[src/rtl/sram_scan_sequencer.sv]
// sram_scan_sequencer
//   Raster-scans the graylevel image in the single-port image SRAM. It builds a TAPS-wide
//   sliding window of pixels along linear addresses and presents it to the filter datapath
//   over a valid/ready handshake. This block owns the SRAM address bus.
//
// Optional feature: define PEEK_PORT_EN to add a single-pixel peek port. The peek port
//   shares the SRAM and has lower priority than the scan.
//
// Ports
//   clk, reset   system clock; synchronous active-high reset
//   start        begin a scan (honoured only in idle)
//   busy         high in every state except idle
//   done         one-cycle pulse after the last window handshake
//   sram_addr    SRAM address; read data returns on sram_rdata one cycle later
//   sram_rdata   SRAM read data
//   win_valid    win_data/win_center hold a valid window
//   win_ready    datapath accepts the window
//   win_data     TAPS pixels; oldest (center-HALF) in the LSBs
//   win_center   linear address of the center pixel
//   win_count    windows accepted since the last start
//   peek_*       (PEEK_PORT_EN) req/addr in, gnt out; valid/data one cycle after the grant
module sram_scan_sequencer #(
  parameter int unsigned ADDR_W    = 14,
  parameter int unsigned DATA_W    = 8,
  parameter int unsigned IMG_W     = 160,
  parameter int unsigned ROW_FIRST = 1,
  parameter int unsigned ROW_LAST  = 88,
  parameter int unsigned TAPS      = 5
) (
  input  logic                     clk,
  input  logic                     reset,
  input  logic                     start,
  output logic                     busy,
  output logic                     done,
  output logic [ADDR_W-1:0]        sram_addr,
  input  logic [DATA_W-1:0]        sram_rdata,
  output logic                     win_valid,
  input  logic                     win_ready,
  output logic [TAPS*DATA_W-1:0]   win_data,
  output logic [ADDR_W-1:0]        win_center,
  output logic [15:0]              win_count
`ifdef PEEK_PORT_EN
  ,
  input  logic                     peek_req,
  input  logic [ADDR_W-1:0]        peek_addr,
  output logic                     peek_gnt,
  output logic                     peek_valid,
  output logic [DATA_W-1:0]        peek_data
`endif
);

  localparam int unsigned HALF   = TAPS / 2;
  localparam int unsigned C0     = ROW_FIRST * IMG_W;
  localparam int unsigned C1     = (ROW_LAST + 1) * IMG_W - 1;
  localparam int unsigned FILL_W = $clog2(TAPS + 1);

  localparam logic [ADDR_W-1:0] C0_A    = ADDR_W'(C0);
  localparam logic [ADDR_W-1:0] C1_A    = ADDR_W'(C1);
  localparam logic [ADDR_W-1:0] FIRST_A = ADDR_W'(C0 - HALF);
  localparam logic [ADDR_W-1:0] AHEAD_A = ADDR_W'(HALF + 1);
  localparam logic [FILL_W-1:0] TAPS_F  = FILL_W'(TAPS);

  typedef enum logic [2:0] {StIdle, StFill, StPresent, StFetch, StShift, StDone} state_e;

  state_e                   state_q, state_d;
  logic [FILL_W-1:0]        fill_cnt_q;
  logic [TAPS*DATA_W-1:0]   win_data_q;
  logic [ADDR_W-1:0]        win_center_q;
  logic [15:0]              win_count_q;
  logic                     scan_pend_q;
  logic                     scan_issue;
  logic [ADDR_W-1:0]        scan_addr;

  // State register
  always_ff @(posedge clk) begin
    if (reset) state_q <= StIdle;
    else       state_q <= state_d;
  end

  // Next-state logic
  always_comb begin
    state_d = state_q;
    unique case (state_q)
      StIdle:    if (start) state_d = StFill;
      StFill:    if (fill_cnt_q == TAPS_F) state_d = StPresent;
      StPresent: if (win_ready) state_d = (win_center_q == C1_A) ? StDone : StFetch;
      StFetch:   state_d = StShift;
      StShift:   state_d = StPresent;
      StDone:    state_d = StIdle;
      default:   state_d = StIdle;
    endcase
  end

  // Outputs and scan read issue
  always_comb begin
    busy       = (state_q != StIdle);
    done       = (state_q == StDone);
    win_valid  = (state_q == StPresent);
    scan_issue = 1'b0;
    scan_addr  = '0;
    unique case (state_q)
      StFill: begin
        // Last FILL cycle only captures; it issues nothing.
        if (fill_cnt_q < TAPS_F) begin
          scan_issue = 1'b1;
          scan_addr  = FIRST_A + ADDR_W'(fill_cnt_q);
        end
      end
      StFetch: begin
        scan_issue = 1'b1;
        scan_addr  = win_center_q + AHEAD_A;
      end
      default: ;
    endcase
  end

  // Window datapath. scan_pend_q marks that this cycle's sram_rdata answers a scan read,
  // so peek data never reaches the window.
  always_ff @(posedge clk) begin
    if (reset) begin
      fill_cnt_q   <= '0;
      win_data_q   <= '0;
      win_center_q <= '0;
      win_count_q  <= '0;
      scan_pend_q  <= 1'b0;
    end else begin
      scan_pend_q <= scan_issue;
      if (state_q == StIdle && start) begin
        fill_cnt_q   <= '0;
        win_count_q  <= '0;
        win_center_q <= C0_A;
      end
      if (state_q == StFill) fill_cnt_q <= fill_cnt_q + 1'b1;
      if (scan_pend_q) win_data_q <= {sram_rdata, win_data_q[TAPS*DATA_W-1:DATA_W]};
      if (state_q == StPresent && win_ready) win_count_q <= win_count_q + 16'd1;
      if (state_q == StShift) win_center_q <= win_center_q + 1'b1;
    end
  end

  assign win_data   = win_data_q;
  assign win_center = win_center_q;
  assign win_count  = win_count_q;

`ifdef PEEK_PORT_EN
  logic peek_valid_q;

  assign peek_gnt  = peek_req & ~scan_issue;
  assign sram_addr = peek_gnt ? peek_addr : scan_addr;

  always_ff @(posedge clk) begin
    if (reset) peek_valid_q <= 1'b0;
    else       peek_valid_q <= peek_gnt;
  end

  assign peek_valid = peek_valid_q;
  assign peek_data  = peek_valid_q ? sram_rdata : '0;
`else
  assign sram_addr = scan_addr;
`endif

endmodule
[config.mk]
export PLATFORM = sky130hd
export DESIGN_NAME = sram_scan_sequencer
export DESIGN_NICKNAME = d
export VERILOG_FILES = /design/src/rtl/sram_scan_sequencer.sv
export SDC_FILE = /design/constraint.sdc
export NUM_CORES = 1
export LEC_CHECK = 0
export BUFFER_PORTS_ARGS = -buffer_cell sky130_fd_sc_hd__buf_2
export CELL_PAD_IN_SITES_DETAIL_PLACEMENT = 0
export CELL_PAD_IN_SITES_GLOBAL_PLACEMENT = 1
export CORE_MARGIN = 3
export CORE_UTILIZATION = 42
export CTS_BUF_LIST = sky130_fd_sc_hd__clkbuf_8 sky130_fd_sc_hd__clkbuf_16
export DETAILED_ROUTE_END_ITERATION = 8
export PLACE_DENSITY = 0.93
export SLEW_MARGIN = 20
export SYNTH_ARGS = -nofsm -noshare
export SYNTH_HDL_FRONTEND = slang
export SYNTH_SLANG_ARGS = --single-unit
export TNS_END_PERCENT = 20
[constraint.sdc]
create_clock -name clk -period 5.2 [get_ports clk]
set_clock_uncertainty 0.1 [all_clocks]
set_input_delay 0.26 -clock clk [delete_from_list [all_inputs] [get_ports clk]]
set_output_delay 0.26 -clock clk [all_outputs]
set_load 0.005 [all_outputs]
==> results.md <==
* Post-Synthesis Cell Area at 3710 um2
* CTS tree: done
* Tot Pwr at ~0.0012 W
* Post-DR wirelength/cell at 14.9 um
* # rows at 33
* Clk root buf: clkbuf_8
* Synth warnings at 0
* Starting DRT DRC Count at 146
* Initial antenna violation count at 0
* VDD IR max at approximately 0.11 mV
* RSZ-0062 raised after global routing: no
* Rel. slew slack at 0.430
* Fill count at ~800
* FF-to-FF path depth at 4
* Synthesized area per cell at 8.79 um2
* Register area at 1550 um2
* Buf+Inv Stages, Crit Path at 2
* Setup TNS at 0 ns
* GRT Residual Overflow at 0
* First-pass detailed-route iteration total at 4
* CTS Buf Count at 9
* First-pass GRT wire length at 15.2 mm
* ANT nets after route at 0
* Dpl hpwl at 6.37 mm
* Top FF cell, synth: dfxtp_1
* Drt total wl at 9.13 mm
* Minimum clock period at 2.57 ns
* Die Area at between 9000 and 10000 um2
* Final Hold Fails at 0
* Required @ worst endpoint at just under 5 ns
* Worst Hold Class: primary input to flop
* Critical-path top delay cell: dfxtp_1
* Worst Tran Pin Value at 0.844 ns
* Layout Area Growth over Synthesis at 19.8%
* Vias in the first global route at 3150
* Startpoint types: flop
* H-Tree Depth at 3
* DRC viols at 0
* Count of final setup violators at 0
* Number of flops mapped to enable cells by yosys at 0
* Fin nets at around 520
* Later-pin clock latency in the skew report at roughly 0.35 ns
* Hold Crit Depth at 3
* Hold buffers post-CTS at 0
* Sequential area share after synthesis at 0.416
* Worst hold endpoint: win_data[35]
* CP top delay family: simple AND/OR/NAND/NOR gates
* Port bufs at 98
* Crit path max fanout at 10
* Tot GR Track Use at 0.185
* Critical path type: flop to output port
* Cells after Synth at 422
* Max frequency at between 300 and 400 MHz
* Vias at 3402
* Synth Register Bits at 77
* CTS sink cnt at 77
* Post-CTS Setup Inserts at 0
* P_leak at around 1.8 nW
* Power Dens Cells at 271 nW/um2
* Share of cells above drive strength 1 at 0.255
* Final Max Tran Viols at 0
* Die Wd at 100 um
* Synthesized Nets at 442
* Initial Util at 0.442
* WP data arrival at approximately 2.2 ns
* Pin count of the biggest net entering global routing at 79
* Avg Vias per Cell at 5.57
* Maximum Capacitance Violations at 0
* Netlist cell types at 53
* Worst Setup End Kind: output port
* Worst-path clk slew at 0.09 ns
* Crit path cell chain: inv_1, ha_1, nand3b_1, nor4_1, xnor2_1, nor2_1, buf_2
* Core Area at 8380 um2
* RR Startpoint: state_q[1]
* GP Congestion at 0.841
* Status: finished, final reports clean
* Worst Min Path Start: sram_rdata[3]
* Antenna fix cells at 0
* Final Cycle Share at 0.495
* Async set-reset flop share out of synthesis at 0
* Worst r2r dst: win_count[15]
* Slowest stage delay, CP at 0.50 ns
* Flop-to-flop setup slack at 2.74 ns
* Post-cts sizing count at 0
* Die H at around 100 um
* Top Ports at 99
* Clock buffer depth at 2
* Area of the multi-input gates at 2010 um2
## layout by cell type (no fill, tap or decap), drive strengths merged, types with 4 or more instances in the layout
cell type  synthesis  final
buf                8     99
dfxtp             77     77
nor2              76     76
mux2i             42     42
a21oi             25     25
nand2             17     17
nand4             12     12
nand3             12     12
o21ai             11     11
or3               10     10
inv                6     10
clkbuf            23      9
nor3               8      8
ha                 8      8
xor2               7      7
o311ai             5      5
o211ai             5      5
mux2               5      5
nand3b             4      4
and4               4      4
xnor2              4      4
nor4               4      4
a211oi             4      4
or4                4      4
## registers in the layout (all words and copies together), names as in the netlist
name	flops
fill_cnt_q	3
win_data	40
scan_pend_q	1
win_center	14
state_q	3
win_count	16
## report_power, final
| part | switching [W] | internal, W |
|---|---|---|
| sequential | 0.0000197 | 0.000596 |
| combinational | 0.0000334 | 0.0000301 |
| clock | 0.000244 | 0.000280 |
| total | 0.000298 | 0.000906 |
## cell type report
class / instances / share of cell area
Multi-Input combinational cell: 308 / 0.454
Sequential cell: 77 / 0.348
Timing Repair Buffer: 99 / 0.112
Tap cell: 105 / 0.0296
Clock buffer: 9 / 0.0279
Clock inverter: 7 / 0.0237
Inverter: 6 / 0.00507
## cell usage after synthesis, types with 5 or more instances
cell       n  share of area
a21oi_1   25          0.034
clkbuf_1  23          0.023
dfxtp_1   77           0.42
ha_1       8          0.027
inv_1      6         0.0061
mux2i_1   42           0.11
nand2_1   17          0.017
nand3_1   12          0.016
nand4_1   12          0.020
nor2_1    76          0.077
nor3_1     8          0.011
o211ai_1   5          0.010
o21ai_0   11          0.015
o311ai_0   5          0.012
or3_1      9          0.015
xor2_1     7          0.017
## cells by family after synthesis
family / synth area share
simple gates: 0.246
mux: 0.129
buf+inv: 0.0408
flops: 0.416
fa+ha+maj: 0.0270
compound gates: 0.115
xor+xnor: 0.0260
## worst register-to-register path, cell delays in order (launching register included)
cell	delay (ns)
dfxtp_1	0.70
and4bb_2	0.45
nand4_1	0.38
or4_1	0.61
a21oi_1	0.15
## worst max path at each step
stage,end,slack [ns],startpoint,depth (start not counted)
2_1_floorplan,sram_addr[12],3.19,win_center[0],7
3_3_place_gp,win_count[15],2.86,state_q[1],4
3_5_place_dp,win_count[15],2.79,state_q[1],4
4_1_cts,sram_addr[12],2.62,win_center[0],7
5_1_grt,sram_addr[12],2.42,win_center[0],7
6_report,sram_addr[12],2.63,win_center[0],7
## stage by stage
step	area, um2	cells	worst slack, ns	util	hold WS [ns]
finish	4440	611	2.63	0.530	0.0470
global route	4440	611	2.42	0.530	0.0420
CTS	4440	611	2.62	0.529	0.0354
detailed placement	4210	595	2.79	0.502	0.381
global placement	4210	595	2.86	0.502	0.367
floorplan	3710	422	3.19	-	0.250
## layer usage
layer	up-vias	GRT usage	wire length [um]	share of wire
met2	80	0.279	4150	0.45
met3	19	0.0368	434	0.048
met5	-	0	0	0
met1	1619	0.255	4340	0.48
met4	0	0.0851	206	0.023
li1	1684	-	-	-
No activity file was read; power rests on OpenSTA's default activity.
